File: src/rtl/fifo_access_ctrl_pkg.sv
// fifo_access_ctrl_pkg: shared widths, depth and arbiter types for the FIFO access controller
package fifo_access_ctrl_pkg;
    localparam int BIT_DEPTH = 8;
    localparam int FIFO_DEPTH_DEF = 16;
    typedef enum logic {GRANT_P0 = 1'b0, GRANT_P1 = 1'b1} grant_t;
    function automatic int cnt_w(input int depth);
        return $clog2(depth) + 1;
    endfunction
endpackage

File: src/rtl/fifo_access_ctrl_if.sv
// fifo_access_ctrl_if: producer, consumer and FIFO_wrapper signals of the access controller
interface fifo_access_ctrl_if
    import fifo_access_ctrl_pkg::*;
#(
    parameter int DATA_W = BIT_DEPTH,
    parameter int CNT_W = cnt_w(FIFO_DEPTH_DEF)
);
    logic req0, gnt0, req1, gnt1;
    logic [DATA_W-1:0] data0, data1;
    logic rd_req, rd_gnt, rd_valid;
    logic [DATA_W-1:0] rd_data;
    logic fifo_enable_write, fifo_enable_read;
    logic [DATA_W-1:0] fifo_value_to_write, fifo_value_to_read;
    logic [CNT_W-1:0] count;
    logic full, empty;
    modport master (
        output req0, data0, req1, data1, rd_req, fifo_value_to_read,
        input gnt0, gnt1, rd_gnt, rd_valid, rd_data, fifo_enable_write, fifo_enable_read,
        input fifo_value_to_write, count, full, empty
    );
    modport slave (
        input req0, data0, req1, data1, rd_req, fifo_value_to_read,
        output gnt0, gnt1, rd_gnt, rd_valid, rd_data, fifo_enable_write, fifo_enable_read,
        output fifo_value_to_write, count, full, empty
    );
endinterface

File: src/rtl/fifo_access_ctrl_rr_arb2.sv
// fifo_access_ctrl_rr_arb2: 2-way round-robin arbiter, one-hot grant, pointer moves only on contention
module fifo_access_ctrl_rr_arb2
    import fifo_access_ctrl_pkg::*;
(
    input  logic       clk,
    input  logic       rst,
    input  logic [1:0] req,
    input  logic       en,
    output logic [1:0] gnt
);
    grant_t last_grant;
    always_comb begin
        gnt = !en ? 2'b00 : (&req) ? ((last_grant == GRANT_P1) ? 2'b01 : 2'b10) : req;
    end
    always_ff @(posedge clk) begin
        if (rst)
            last_grant <= GRANT_P1;
        else if (en && &req)
            last_grant <= (last_grant == GRANT_P1) ? GRANT_P0 : GRANT_P1;
    end
endmodule

File: src/rtl/fifo_access_ctrl.sv
// fifo_access_ctrl: shares FIFO_wrapper's write port between two producers and schedules consumer reads,
// tracking occupancy since the wrapper has no full/empty flags
module fifo_access_ctrl
    import fifo_access_ctrl_pkg::*;
#(
    parameter int DATA_W = BIT_DEPTH,
    parameter int FIFO_DEPTH = FIFO_DEPTH_DEF
) (
    input logic clk,
    input logic rst,
    fifo_access_ctrl_if.slave bus
);
    localparam int CNT_W = cnt_w(FIFO_DEPTH);
    logic [1:0] gnt_c;
    logic wr_issue, rd_issue;
    logic [DATA_W-1:0] wr_data;
    logic [CNT_W-1:0] cnt_next;
    fifo_access_ctrl_rr_arb2 u_arb (
        .clk(clk),
        .rst(rst),
        .req({bus.req1, bus.req0}),
        .en(!bus.full),
        .gnt(gnt_c)
    );
    // full/empty come from the registered count, so a same-cycle read never frees a slot early
    always_comb begin
        wr_issue = |gnt_c;
        rd_issue = bus.rd_req && !bus.empty;
        wr_data = gnt_c[1] ? bus.data1 : bus.data0;
        cnt_next = bus.count + CNT_W'(wr_issue) - CNT_W'(rd_issue);
    end
    always_ff @(posedge clk) begin
        if (rst) begin
            bus.gnt0 <= 1'b0;
            bus.gnt1 <= 1'b0;
            bus.fifo_enable_write <= 1'b0;
            bus.fifo_value_to_write <= '0;
            bus.rd_gnt <= 1'b0;
            bus.fifo_enable_read <= 1'b0;
            bus.rd_valid <= 1'b0;
            bus.rd_data <= '0;
            bus.count <= '0;
            bus.full <= 1'b0;
            bus.empty <= 1'b1;
        end else begin
            bus.gnt0 <= gnt_c[0];
            bus.gnt1 <= gnt_c[1];
            bus.fifo_enable_write <= wr_issue;
            if (wr_issue)
                bus.fifo_value_to_write <= wr_data;
            bus.rd_gnt <= rd_issue;
            bus.fifo_enable_read <= rd_issue;
            bus.rd_valid <= bus.fifo_enable_read;
            if (bus.fifo_enable_read)
                bus.rd_data <= bus.fifo_value_to_read;
            bus.count <= cnt_next;
            bus.full <= cnt_next == CNT_W'(FIFO_DEPTH);
            bus.empty <= cnt_next == '0;
        end
    end
    always_ff @(posedge clk) begin
        if (!rst) begin
            assert (bus.count <= CNT_W'(FIFO_DEPTH));
            assert (bus.empty == (bus.count == '0));
            assert (bus.full == (bus.count == CNT_W'(FIFO_DEPTH)));
        end
    end
endmodule

File: src/flat_wrapper.sv
// flat-port wrapper written by rule: the top's interface ports become plain ports
module fifo_access_ctrl_flat import fifo_access_ctrl_pkg::*;
#(
    parameter int DATA_W = BIT_DEPTH,
    parameter int FIFO_DEPTH = FIFO_DEPTH_DEF
)
  (clk, rst, bus_req0, bus_data0, bus_req1, bus_data1, bus_rd_req, bus_fifo_value_to_read, bus_gnt0, bus_gnt1, bus_rd_gnt, bus_rd_valid, bus_rd_data, bus_fifo_enable_write, bus_fifo_enable_read, bus_fifo_value_to_write, bus_count, bus_full, bus_empty);
  fifo_access_ctrl_if #(.DATA_W(DATA_W)) bus_i ();
  input logic clk;
  input logic rst;
  input wire logic [$bits(bus_i.req0)-1:0] bus_req0;
  input wire logic [$bits(bus_i.data0)-1:0] bus_data0;
  input wire logic [$bits(bus_i.req1)-1:0] bus_req1;
  input wire logic [$bits(bus_i.data1)-1:0] bus_data1;
  input wire logic [$bits(bus_i.rd_req)-1:0] bus_rd_req;
  input wire logic [$bits(bus_i.fifo_value_to_read)-1:0] bus_fifo_value_to_read;
  output wire logic [$bits(bus_i.gnt0)-1:0] bus_gnt0;
  output wire logic [$bits(bus_i.gnt1)-1:0] bus_gnt1;
  output wire logic [$bits(bus_i.rd_gnt)-1:0] bus_rd_gnt;
  output wire logic [$bits(bus_i.rd_valid)-1:0] bus_rd_valid;
  output wire logic [$bits(bus_i.rd_data)-1:0] bus_rd_data;
  output wire logic [$bits(bus_i.fifo_enable_write)-1:0] bus_fifo_enable_write;
  output wire logic [$bits(bus_i.fifo_enable_read)-1:0] bus_fifo_enable_read;
  output wire logic [$bits(bus_i.fifo_value_to_write)-1:0] bus_fifo_value_to_write;
  output wire logic [$bits(bus_i.count)-1:0] bus_count;
  output wire logic [$bits(bus_i.full)-1:0] bus_full;
  output wire logic [$bits(bus_i.empty)-1:0] bus_empty;
  assign bus_i.req0 = bus_req0;
  assign bus_i.data0 = bus_data0;
  assign bus_i.req1 = bus_req1;
  assign bus_i.data1 = bus_data1;
  assign bus_i.rd_req = bus_rd_req;
  assign bus_i.fifo_value_to_read = bus_fifo_value_to_read;
  assign bus_gnt0 = bus_i.gnt0;
  assign bus_gnt1 = bus_i.gnt1;
  assign bus_rd_gnt = bus_i.rd_gnt;
  assign bus_rd_valid = bus_i.rd_valid;
  assign bus_rd_data = bus_i.rd_data;
  assign bus_fifo_enable_write = bus_i.fifo_enable_write;
  assign bus_fifo_enable_read = bus_i.fifo_enable_read;
  assign bus_fifo_value_to_write = bus_i.fifo_value_to_write;
  assign bus_count = bus_i.count;
  assign bus_full = bus_i.full;
  assign bus_empty = bus_i.empty;
  fifo_access_ctrl #(.DATA_W(DATA_W), .FIFO_DEPTH(FIFO_DEPTH)) u_core (.clk(clk), .rst(rst), .bus(bus_i));
endmodule
File: config.mk
export PLATFORM = sky130hd
export DESIGN_NAME = fifo_access_ctrl_flat
export DESIGN_NICKNAME = d
export VERILOG_FILES = /design/src/rtl/fifo_access_ctrl_pkg.sv /design/src/rtl/fifo_access_ctrl_if.sv /design/src/rtl/fifo_access_ctrl_rr_arb2.sv /design/src/rtl/fifo_access_ctrl.sv /design/src/flat_wrapper.sv
export SDC_FILE = /design/constraint.sdc
export NUM_CORES = 1
export LEC_CHECK = 0
export BUFFER_PORTS_ARGS = -buffer_cell sky130_fd_sc_hd__buf_2
export CAP_MARGIN = 20
export CORE_MARGIN = 2
export CORE_UTILIZATION = 44
export CTS_CLUSTER_DIAMETER = 150
export DETAILED_ROUTE_END_ITERATION = 12
export GPL_TIMING_DRIVEN = 0
export PLACE_DENSITY = 0.82
export SLEW_MARGIN = 15
export SYNTH_ARGS = -nofsm -noshare
export SYNTH_HDL_FRONTEND = slang
export SYNTH_SLANG_ARGS = --single-unit
File: constraint.sdc
create_clock -name clk -period 2.3 [get_ports clk]
set_input_delay 0.23 -clock clk [delete_from_list [all_inputs] [get_ports clk]]
set_output_delay 0.23 -clock clk [all_outputs]
set_load 0.02 [all_outputs]
== Word level (Yosys, flattened, before mapping) ==
Index checks and enable logic that the tools add are counted.
Word-level totals
  register bits: 29
  bits of input ports: 29
  output and inout port bits: 29
  logic and storage cells: 26
Operators by class
  $add $sub $neg: 2
  equal/unequal tests: 1
  muxes and demuxes: 5
  reductions and logical operators: 7
Operators with widths (number)
  2-to-1 mux 8 bit: 1
  2-to-1 mux 2 bit: 3
  adder 5 x 1 -> 5 bit: 1
  == test 5 bit, second input constant: 1
  zero test 5 bit: 1
  subtractor 5 x 1 -> 5 bit: 1
  logical AND 1 bit: 2
  zero test 1 bit: 2
  AND reduction 2 bit: 1
  OR reduction 2 bit: 1
  2-to-1 mux 1 bit: 1

== Depth between registers and ports, before layout ==
Gate-level depths: netlist of run 1.
  depth in word-level cells: 7
  depth in mapped cells: 10
  mapped depth without buffers: 10

== Modules after synthesis ==
Synthesis of run 1 repeated with hierarchy kept, for this count alone.
Second synthesis, totals
  cell total of the unflattened synthesis: 133
  area, all modules: 1226.2 sq um
Modules (own cells, without submodules)
  fifo_access_ctrl: times used 1, cells each 124, area an instance 1162.4 sq um, sequential area each 560.5 sq um
  fifo_access_ctrl_rr_arb2: times used 1, cells each 9, area an instance 63.8 sq um, sequential area each 20.0 sq um

== Least setup slack after synthesis of run 1 ==
OpenSTA, ideal clock, no wires.
  kind: register to register
  start point: register u_core.bus.empty
  end point: register u_core.bus.full
  library setup time: 117 ps
  arrival: 2086 ps
  data required time: 2183 ps
  setup slack: 96 ps
  cell stages (with the launch flop): 11
  path buffers: 0
  clock period less this slack: 2204 ps
  cells stage by stage: dfxtp_1 -> nor2b_1 -> ha_1 -> inv_1 -> ha_1 -> inv_1 -> fa_1 -> nand2b_1 -> a21oi_1 -> xnor2_1 -> and4bb_2
Between the ends
  word-level cells in the longest chain between the ends: 4
RTL lines
  start: declaration: line fifo_access_ctrl_if.sv:24  | output fifo_value_to_write, count, full, empty
  start signal: assignment: line fifo_access_ctrl.sv:44  | bus.empty <= 1'b1;
  start signal: assignment: line fifo_access_ctrl.sv:58  | bus.empty <= cnt_next == '0;
  zero test 1 bit: line fifo_access_ctrl.sv:28  | rd_issue = bus.rd_req && !bus.empty;
  logical AND 1 bit: line fifo_access_ctrl.sv:28
  via u_core.rd_issue: line fifo_access_ctrl.sv:15  | logic wr_issue, rd_issue;
  subtractor 5 x 1 -> 5 bit: line fifo_access_ctrl.sv:30  | cnt_next = bus.count + CNT_W'(wr_issue) - CNT_W'(rd_issue);
  == test 5 bit: line fifo_access_ctrl.sv:57  | bus.full <= cnt_next == CNT_W'(FIFO_DEPTH);
  end signal: assignment: line fifo_access_ctrl.sv:57
  end: declaration: line fifo_access_ctrl_if.sv:24
The timed path passes the listed nets, and every way through them passes these cells.
A chain may end at the register's enable or synchronous reset.

== Worst setup path in the final report of run 1 ==
Same ends and word-level chain as after synthesis.

==> results of run 1 <==
-- where the power goes --
part / internal (mW) / switching [mW] / total [mW]
Clock: 0.122 / 0.150 / 0.272
Sequential: 0.595 / 0.0570 / 0.652
Combinational: 0.351 / 0.451 / 0.802
-- synth_stat cells (2+ instances only) --
cell type,instances,share of area (%)
inv_1,10,3.1
xor2_1,2,1.5
ha_1,5,5.2
buf_2,2,0.84
xnor2_1,3,2.2
mux2i_1,16,13
nor2b_1,4,2.1
nand2_1,5,1.6
o2bb2ai_1,8,5.9
a21oi_1,3,1.3
nor2_1,19,6.0
dfxtp_1,29,49
-- metrics by stage --
stage / std cells / setup slack, ns / area (um2) / util (%) / hold WS (ns)
global route: 212 / -0.0318 / 1590 / 62.8 / 0.129
global placement: 203 / 0.00986 / 1510 / 59.9 / 0.440
detailed placement: 203 / -0.0483 / 1510 / 59.9 / 0.442
floorplan: 117 / 0.0965 / 1190 / - / 0.321
finish: 212 / 0.0621 / 1590 / 62.8 / 0.131
CTS: 211 / 0.0187 / 1570 / 62.1 / 0.118
-- cell families (layout without fill, tap and decap cells) --
| group | Yosys count | after routing | synth area share [%] |
|---|---|---|---|
| fa+ha+maj | 6 | 6 | 6.93 |
| xor+xnor | 5 | 5 | 3.67 |
| compound gates | 14 | 14 | 9.02 |
| simple gates | 33 | 33 | 13.3 |
| flops | 29 | 29 | 48.7 |
| buf+inv | 14 | 79 | 4.93 |
| mux | 16 | 16 | 13.4 |
-- layer usage --
layer / vias up / GRT usage, % / part of all wire, %
met3: 8 / 7.44 / 10
met2: 55 / 28.4 / 47
met5: - / 0 / 0
met4: 0 / 6.46 / 1.8
met1: 453 / 18.4 / 41
li1: 519 / - / -
-- worst reg2reg max path: cells and delay by family, from the launching register on --
family / cells / cell delay (ns)
AOI/OAI and AO/OA: 1 / 0.19
xor gates and xnor gates: 1 / 0.15
adders and majority gates: 3 / 0.77
buffers and inverters: 2 / 0.12
DFF: 1 / 0.33
and+or+nand+nor: 3 / 0.57
-- layout make-up --
class                           instances  area share [%]
Sequential cell                        29            36.6
Tap cell                               30            2.37
Inverter                               10            2.37
Buffer                                  4            1.34
Clock buffer                            8            3.08
Multi-Input combinational cell         74            36.1
Timing Repair Buffer                   57            18.2
-- repair_timing --
action	CTS	global route
setup buffers	0	1
endpoints found under the setup margin	1	1
pin swaps	1	2
resized for setup	2	3
-- worst paths after layout --
kind	startpoint	end	slack (ns)	cells after the start
min	bus_req1	u_core.bus.gnt0	0.13	2
max reg2reg	u_core.bus.empty	u_core.bus.full	0.06	10
min reg2reg	u_core.bus.fifo_value_to_write[0]	u_core.bus.fifo_value_to_write[0]	0.46	1
max	u_core.bus.empty	u_core.bus.full	0.06	10
==> flow_metrics.env, run 1 <==
export IMPL_hold_viol=0
export IMPL_drt_initial_drc_count=16
export IMPL_multi_input_area_um2=572
export IMPL_crit_top_cell="inv_1"
export IMPL_max_freq_ghz=0.447
export IMPL_cts_hold_buf=0
export IMPL_slew_headroom_pct=58.2
export IMPL_final_common_cell="buf_2"
export IMPL_ys_ff_latch=29
export IMPL_synth_ff_type="dfxtp_1"
export IMPL_num_rows=18
export IMPL_antennaDiodeCount=0
export IMPL_track_usage_pct=16.8
export IMPL_worst_path_buf_inv=2
export IMPL_cp_required_ns=2.51
export IMPL_crit_fanout=3
export IMPL_top_regs="u_core.bus.fifo_value_to_write x8, u_core.bus.rd_data x8, u_core.bus.count x5"
export IMPL_p_per_area_nw_per_um2=1090
export IMPL_area_growth_pct=32.9
export IMPL_die_w_um=56.1
export IMPL_cts_buffer_depth=2
export IMPL_nNetsFinal=216
export IMPL_synth_cells=117
export IMPL_clkTransAtPathRegs_ns=0.08
export IMPL_path_class="flop to flop"
export IMPL_finalSetupViolCount=0
export IMPL_cp_end_kind="flop"
export IMPL_fillCellCount=224
export IMPL_cts_buffers=5
export IMPL_io_pin_count=58
export IMPL_drt_wl_total_mm=2.47
export IMPL_drc=0
export IMPL_coreArea_um2=2520
export IMPL_grt_max_degree=11
export IMPL_syn_nets=152
export IMPL_overflow=0
export IMPL_status="finished clean"
export IMPL_drv_cap=0
export IMPL_seq_area_um2=581
export IMPL_finClkSkew_ns=0.00257
export IMPL_setup_tns_ns=0
export IMPL_holdCritPathClass="input pin to flop"
export IMPL_synth_warnings=0
export IMPL_p_total_mw=1.73
export IMPL_synth_area_um2=1190
export IMPL_wl_per_cell_um=11.7
export IMPL_vias=1035
export IMPL_crit_path_start_kind="flop"
export IMPL_synth_edff_count=0
export IMPL_clock_latency_ns=0.31
export IMPL_first_global_vias=1042
export IMPL_vdd_drop_max_v=0.000620
export IMPL_root_buffer="clkbuf_4"
export IMPL_cp_data_arrival_time_ns=2.44
export IMPL_portBuffers=56
export IMPL_path_delay_family="adder cells"
export IMPL_place_congestion=0.800
export IMPL_synthArstFlopShare_pct=0
export IMPL_crit_slowest_cell="fa_2"
export IMPL_power_leakage_nw=0.831
export IMPL_cts_sinks=29
export IMPL_maxSlewViolCount=0
export IMPL_finalCritPeriodShare_pct=97.3
export IMPL_worst_pin_slew_ns=0.623
export IMPL_final_layout_size_suffix_gt1_share_pct=39.6
export IMPL_final_antenna_net_count=0
export IMPL_path_cells="nor2b_2, ha_1, inv_1, ha_2, inv_1, fa_2, nand2b_1, a21oi_2, xnor2_2, and4bb_2"
export IMPL_synth_cell_types=23
export IMPL_syn_avg_cell_area_um2=10.2
export IMPL_cts_tree="done"
export IMPL_seq_area_frac_synth_pct=48.7
export IMPL_grt_pass1_wl_mm=4.25
export IMPL_hpwl_mm=1.96
export IMPL_die_h_um=56.1
export IMPL_start_util_pct=47.3
export IMPL_fp_dieArea_um2=3140
export IMPL_period_minus_slack_ns=2.24
export IMPL_h_tree_depth=2
export IMPL_final_cell_mix="buf_2, dfxtp_1, nor2_1"
export IMPL_vias_per_cell=4.88
export IMPL_critical_path_max_stage_delay_ns=0.34
export IMPL_antenna_found_initial=0
export IMPL_drtPass1Iterations=4
No activity file was read; power rests on OpenSTA's default activity.
==> inputs of run 2 (changes only) <==
- ABC_AREA: unset -> 1
- CORE_UTILIZATION: 44 -> 46
- PLACE_DENSITY: 0.82 -> 0.83
==> flow_metrics.env, run 2 <==
export IMPL_vdd_drop_max_v=0.000749
export IMPL_synth_cells=171
export IMPL_num_rows=19
export IMPL_holdCritPathClass="input pin to flop"
export IMPL_finalSetupViolCount=0
export IMPL_h_tree_depth=2
export IMPL_grt_pass1_wl_mm=4.91
export IMPL_syn_nets=206
export IMPL_ys_ff_latch=29
export IMPL_syn_avg_cell_area_um2=7.76
export IMPL_cts_tree="done"
export IMPL_pre_cts_ws_ns=0.287
export IMPL_die_h_um=57.7
export IMPL_synth_top_area_share_pct=43.7
export IMPL_drtPass1Iterations=6
export IMPL_slew_headroom_pct=74.1
export IMPL_io_pin_count=58
export IMPL_utilization_pct=61.6
export IMPL_cts_sinks=29
export IMPL_synth_ff_type="dfxtp_1"
export IMPL_synthTopCellsByArea="dfxtp_1, inv_1, o21ai_2, nor2_1, nand2_1"
export IMPL_vias_per_cell=4.73
export IMPL_hold_viol=0
export IMPL_cts_repair_resized=0
export IMPL_start_util_pct=48.1
export IMPL_antennaDiodeCount=0
export IMPL_final_layout_size_suffix_gt1_share_pct=36.2
export IMPL_cts_buffer_depth=2
export IMPL_drv_cap=0
export IMPL_place_congestion=0.763
export IMPL_overflow=0
export IMPL_synth_commonest_cells="dfxtp_1, inv_1, nor2_1"
export IMPL_area_growth_pct=27.9
export IMPL_synth_most_common_cell="dfxtp_1"
export IMPL_hpwl_mm=2.16
export IMPL_top_usage_layer="met2"
export IMPL_final_cell_mix="buf_2, dfxtp_1, inv_1"
export IMPL_crit_fanout=3
export IMPL_synth_cell_types=20
export IMPL_yosys_area_top_type="dfxtp_1"
export IMPL_multi_input_area_um2=594
export IMPL_status="finished clean"
export IMPL_synth_edff_count=0
export IMPL_cp_end_kind="flop"
export IMPL_p_per_area_nw_per_um2=1050
export IMPL_crit_path_start_kind="flop"
export IMPL_cp_required_ns=2.57
export IMPL_coreArea_um2=2760
export IMPL_finClkSkew_ns=0.0128
export IMPL_root_buffer="clkbuf_4"
export IMPL_portBuffers=56
export IMPL_rsz0062_at_grt="no"
export IMPL_synth_area_um2=1330
export IMPL_final_antenna_net_count=0
export IMPL_worst_pin_slew_ns=0.388
export IMPL_antenna_found_initial=0
export IMPL_power_leakage_nw=0.948
export IMPL_die_w_um=57.7
export IMPL_setup_tns_ns=0
export IMPL_synthArstFlopShare_pct=0
export IMPL_drt_wl_total_mm=2.78
export IMPL_seq_area_um2=581
export IMPL_grt_max_degree=12
export IMPL_drc=0
export IMPL_vias=1257
export IMPL_drt_initial_drc_count=27
export IMPL_nNetsFinal=269
export IMPL_use_met1_pct=23.2
export IMPL_clock_latency_ns=0.32
export IMPL_cp_data_arrival_time_ns=2.25
export IMPL_fillCellCount=280
export IMPL_met2_usage_pct=31.2
export IMPL_synth_warnings=0
export IMPL_cts_hold_buf=0
export IMPL_cts_setup_buffers=0
export IMPL_final_common_cell="buf_2"
export IMPL_maxSlewViolCount=0
export IMPL_finalCritPeriodShare_pct=86.1
export IMPL_max_freq_ghz=0.505
export IMPL_path_class="flop to flop"
export IMPL_cts_buffers=5
export IMPL_p_total_mw=1.79
export IMPL_fp_dieArea_um2=3330
export IMPL_seq_area_frac_synth_pct=43.7
export IMPL_period_minus_slack_ns=1.98
export IMPL_clkTransAtPathRegs_ns=0.10
export IMPL_first_global_vias=1180
export IMPL_fin_ws_ns=0.319
export IMPL_top_regs="u_core.bus.fifo_value_to_write x8, u_core.bus.rd_data x8, u_core.bus.count x5"
export IMPL_track_usage_pct=19.0
export IMPL_wl_per_cell_um=10.4
export IMPL_grt_util_met3_pct=6.47
## run 2: cell types whose count changed in the layout (fill, tap and decap cells not counted), sizes merged, moves of 3 or more
cell	delta
clkinv	+3
inv	+19
mux2i	-16
nand2	+20
nand3	+16
nor2	+7
nor2b	-4
o21ai	+26
o2bb2ai	-8
xnor2	-3
## run 2: layout make-up
| class | count | area share, % |
|---|---|---|
| tap | 31 | 2.28 |
| timing repair buffer | 56 | 16.5 |
| clock buffer | 6 | 2.43 |
| clock inverter | 2 | 0.590 |
| inverter | 30 | 6.63 |
| multi-input combinational | 107 | 35.0 |
| buffer | 5 | 2.36 |
| sequential | 29 | 34.2 |
## run 2: worst max-delay path, cell delays in order (launching register included)
cell and delay, ns:
dfxtp_1 0.37, nor2_1 0.06, ha_1 0.26, inv_1 0.05, ha_1 0.19, inv_1 0.06
fa_1 0.38, inv_1 0.09, nand3_1 0.09, nand2_1 0.08, nand2_1 0.05, nand2_1 0.07
nand2_1 0.07, nor2_1 0.08
## run 2: cell families (layout without fill, tap and decap cells)
kind of cell	Yosys count	count (layout)	share of synthesized area (%)
AOI/OAI and AO/OA	31	31	14.8
adders and majority gates	6	6	6.22
buffers and inverters	35	99	11.5
DFF	29	29	43.7
and+or+nand+nor	70	70	23.8
## run 2: layer usage
metal,share of wire [%],vias up
met5,0,-
met4,1.2,0
met3,5.5,4
met2,50,34
met1,43,557
li1,-,662
## run 2: where the power goes
| part | internal [mW] | total [mW] | switching, mW |
|---|---|---|---|
| Combinational | 0.312 | 0.837 | 0.525 |
| Clock | 0.116 | 0.284 | 0.168 |
| Sequential | 0.603 | 0.665 | 0.0619 |
| Total | 1.03 | 1.79 | 0.755 |
## run 2: worst paths after layout
check / start / endpoint / slack [ns] / depth (start not counted)
worst min register to register: u_core.bus.empty / u_core.bus.rd_gnt / 0.47 / 1
worst max register to register: u_core.bus.empty / u_core.bus.full / 0.32 / 13
worst max-delay path: u_core.bus.empty / u_core.bus.full / 0.32 / 13
worst min-delay path: bus_fifo_value_to_read[3] / u_core.bus.rd_data[3] / 0.14 / 3
## run 2: per-stage QoR
stage               instances  cell area [um2]  hold slack [ns]
floorplan                 171             1330            0.364
global placement          258             1650            0.451
detailed placement        258             1650            0.449
CTS                       266             1700            0.116
global route              266             1700            0.134
finish                    266             1700            0.136
==> inputs of run 3 (changes only) <==
- SETUP_SLACK_MARGIN: unset -> 0.5
==> flow_metrics.env, run 3 (same netlist as run 2, synthesis figures left out) <==
export IMPL_setup_tns_ns=0
export IMPL_p_per_area_nw_per_um2=1070
export IMPL_hold_viol=0
export IMPL_path_class="flop to flop"
export IMPL_cp_required_ns=2.55
export IMPL_antenna_found_initial=0
export IMPL_track_usage_pct=18.1
export IMPL_critical_path_endpoint="u_core.bus.empty"
export IMPL_fp_dieArea_um2=3330
export IMPL_final_layout_size_suffix_gt1_share_pct=42.4
export IMPL_io_pin_count=58
export IMPL_num_rows=19
export IMPL_clkTransAtPathRegs_ns=0.09
export IMPL_root_buffer="clkbuf_4"
export IMPL_vias=1280
export IMPL_reg2regPathDepth=10
export IMPL_layout_cells_non_filler=269
export IMPL_maxSlewViolCount=0
export IMPL_max_freq_ghz=0.561
export IMPL_die_w_um=57.7
export IMPL_r2r_start="u_core.bus.empty"
export IMPL_drv_cap=0
export IMPL_path_delay_family="adder cells"
export IMPL_final_cell_mix="buf_2, dfxtp_1, nor2_1"
export IMPL_drtPass1Iterations=4
export IMPL_h_tree_depth=2
export IMPL_vias_per_cell=4.76
export IMPL_area_growth_pct=34.9
export IMPL_vdd_drop_max_v=0.000844
export IMPL_cp_depth=10
export IMPL_worst_path_buf_inv=2
export IMPL_die_h_um=57.7
export IMPL_cts_buffers=5
export IMPL_crit_fanout=2
export IMPL_cp_data_arrival_time_ns=2.04
export IMPL_place_congestion=0.752
export IMPL_top_regs="u_core.bus.fifo_value_to_write x8, u_core.bus.rd_data x8, u_core.bus.count x5"
export IMPL_portBuffers=56
export IMPL_cp_end_kind="flop"
export IMPL_placedCellCount=258
export IMPL_grt_pass1_wl_mm=4.62
export IMPL_path_cells="nor2_4, ha_4, inv_4, ha_4, inv_2, fa_2, nand2_1, nor2_1, nand3_1, o21ai_1"
export IMPL_drt_initial_drc_count=40
export IMPL_drc=0
export IMPL_grt_max_degree=12
export IMPL_antennaDiodeCount=0
export IMPL_wl_per_cell_um=10.9
export IMPL_status="finished clean"
export IMPL_crit_top_cell="ha_4"
export IMPL_nNetsFinal=273
export IMPL_cts_tree="done"
export IMPL_period_minus_slack_ns=1.78
export IMPL_worstReg2RegEnd="u_core.bus.empty"
export IMPL_final_antenna_net_count=0
export IMPL_cts_hold_buf=0
export IMPL_critical_path_max_stage_delay_ns=0.52
export IMPL_crit_slowest_cell="fa_2"
export IMPL_hold_worst_slack_ns=0.129
export IMPL_clock_latency_ns=0.32
export IMPL_power_leakage_nw=0.971
export IMPL_final_common_cell="buf_2"
export IMPL_hpwl_mm=2.18
export IMPL_cts_buffer_depth=2
export IMPL_holdCritPathClass="input pin to flop"
export IMPL_hp_start="bus_fifo_value_to_read[3]"
export IMPL_critPathLaunch="u_core.bus.empty"
export IMPL_start_util_pct=48.1
export IMPL_slew_headroom_pct=77.7
export IMPL_finClkSkew_ns=0.00763
export IMPL_drt_wl_total_mm=2.93
export IMPL_rsz0062_at_grt="yes"
export IMPL_cts_sinks=29
export IMPL_overflow=0
export IMPL_finalSetupViolCount=0
export IMPL_crit_path_start_kind="flop"
export IMPL_first_global_vias=1120
export IMPL_coreArea_um2=2760
export IMPL_finalCritPeriodShare_pct=77.6
export IMPL_worst_pin_slew_ns=0.334
export IMPL_r2r_slack_ns=0.52
run 3: power by group:
group | switching (mW) | internal, mW | total, mW
Combinational | 0.563 | 0.376 | 0.938
Sequential | 0.0672 | 0.612 | 0.679
Clock | 0.163 | 0.144 | 0.307
Total | 0.792 | 1.13 | 1.92
run 3: final cells by class:
class	instances	area, um2
Fill cell	243	967
Buffer	5	40.0
Timing Repair Buffer	60	310
Clock buffer	7	55.1
Multi-Input combinational cell	107	642
Tap cell	31	38.8
Inverter	30	115
Sequential cell	29	589
run 3: how the worst min path moves through the flow:
stage,to,depth (start not counted)
global route,u_core.bus.rd_data[3],3
floorplan,u_core.bus.rd_gnt,2
CTS,u_core.bus.rd_data[4],3
global placement,u_core.bus.rd_gnt,1
detailed placement,u_core.bus.rd_gnt,1
finish,u_core.bus.rd_data[3],3
run 3: routing by layer:
layer / up-vias / routed length, um / GRT usage (%)
li1: 672 / - / -
met1: 565 / 1260 / 21.3
met2: 37 / 1420 / 30.2
met4: 0 / 44 / 5.98
met3: 6 / 201 / 7.14
met5: - / 0 / 0
run 3: through the flow:
step	power [mW]	area (um2)	utilization, %	worst slack, ns
after global routing	2.09	1790	64.9	0.403
final	1.92	1790	64.9	0.516
after detailed placement	1.52	1660	60.1	0.303
after global placement	1.50	1660	60.1	0.362
after floorplan	1.30	1340	-	0.477
after CTS	1.87	1740	63.0	0.387
run 3: worst reg2reg max path, cell delays in order, from the launching register on:
cell and delay (ns):
dfxtp_4 0.36, nor2_4 0.09, ha_4 0.20, inv_4 0.05, ha_4 0.12, inv_2 0.03
fa_2 0.52, nand2_1 0.05, nor2_1 0.07, nand3_1 0.09, o21ai_1 0.12
run 3: what timing repair did:
item,4_1_cts,5_1_grt
resized for setup,5,8
buffers inserted,2,2
setup endpoints to repair,3,3
pin swaps,9,7
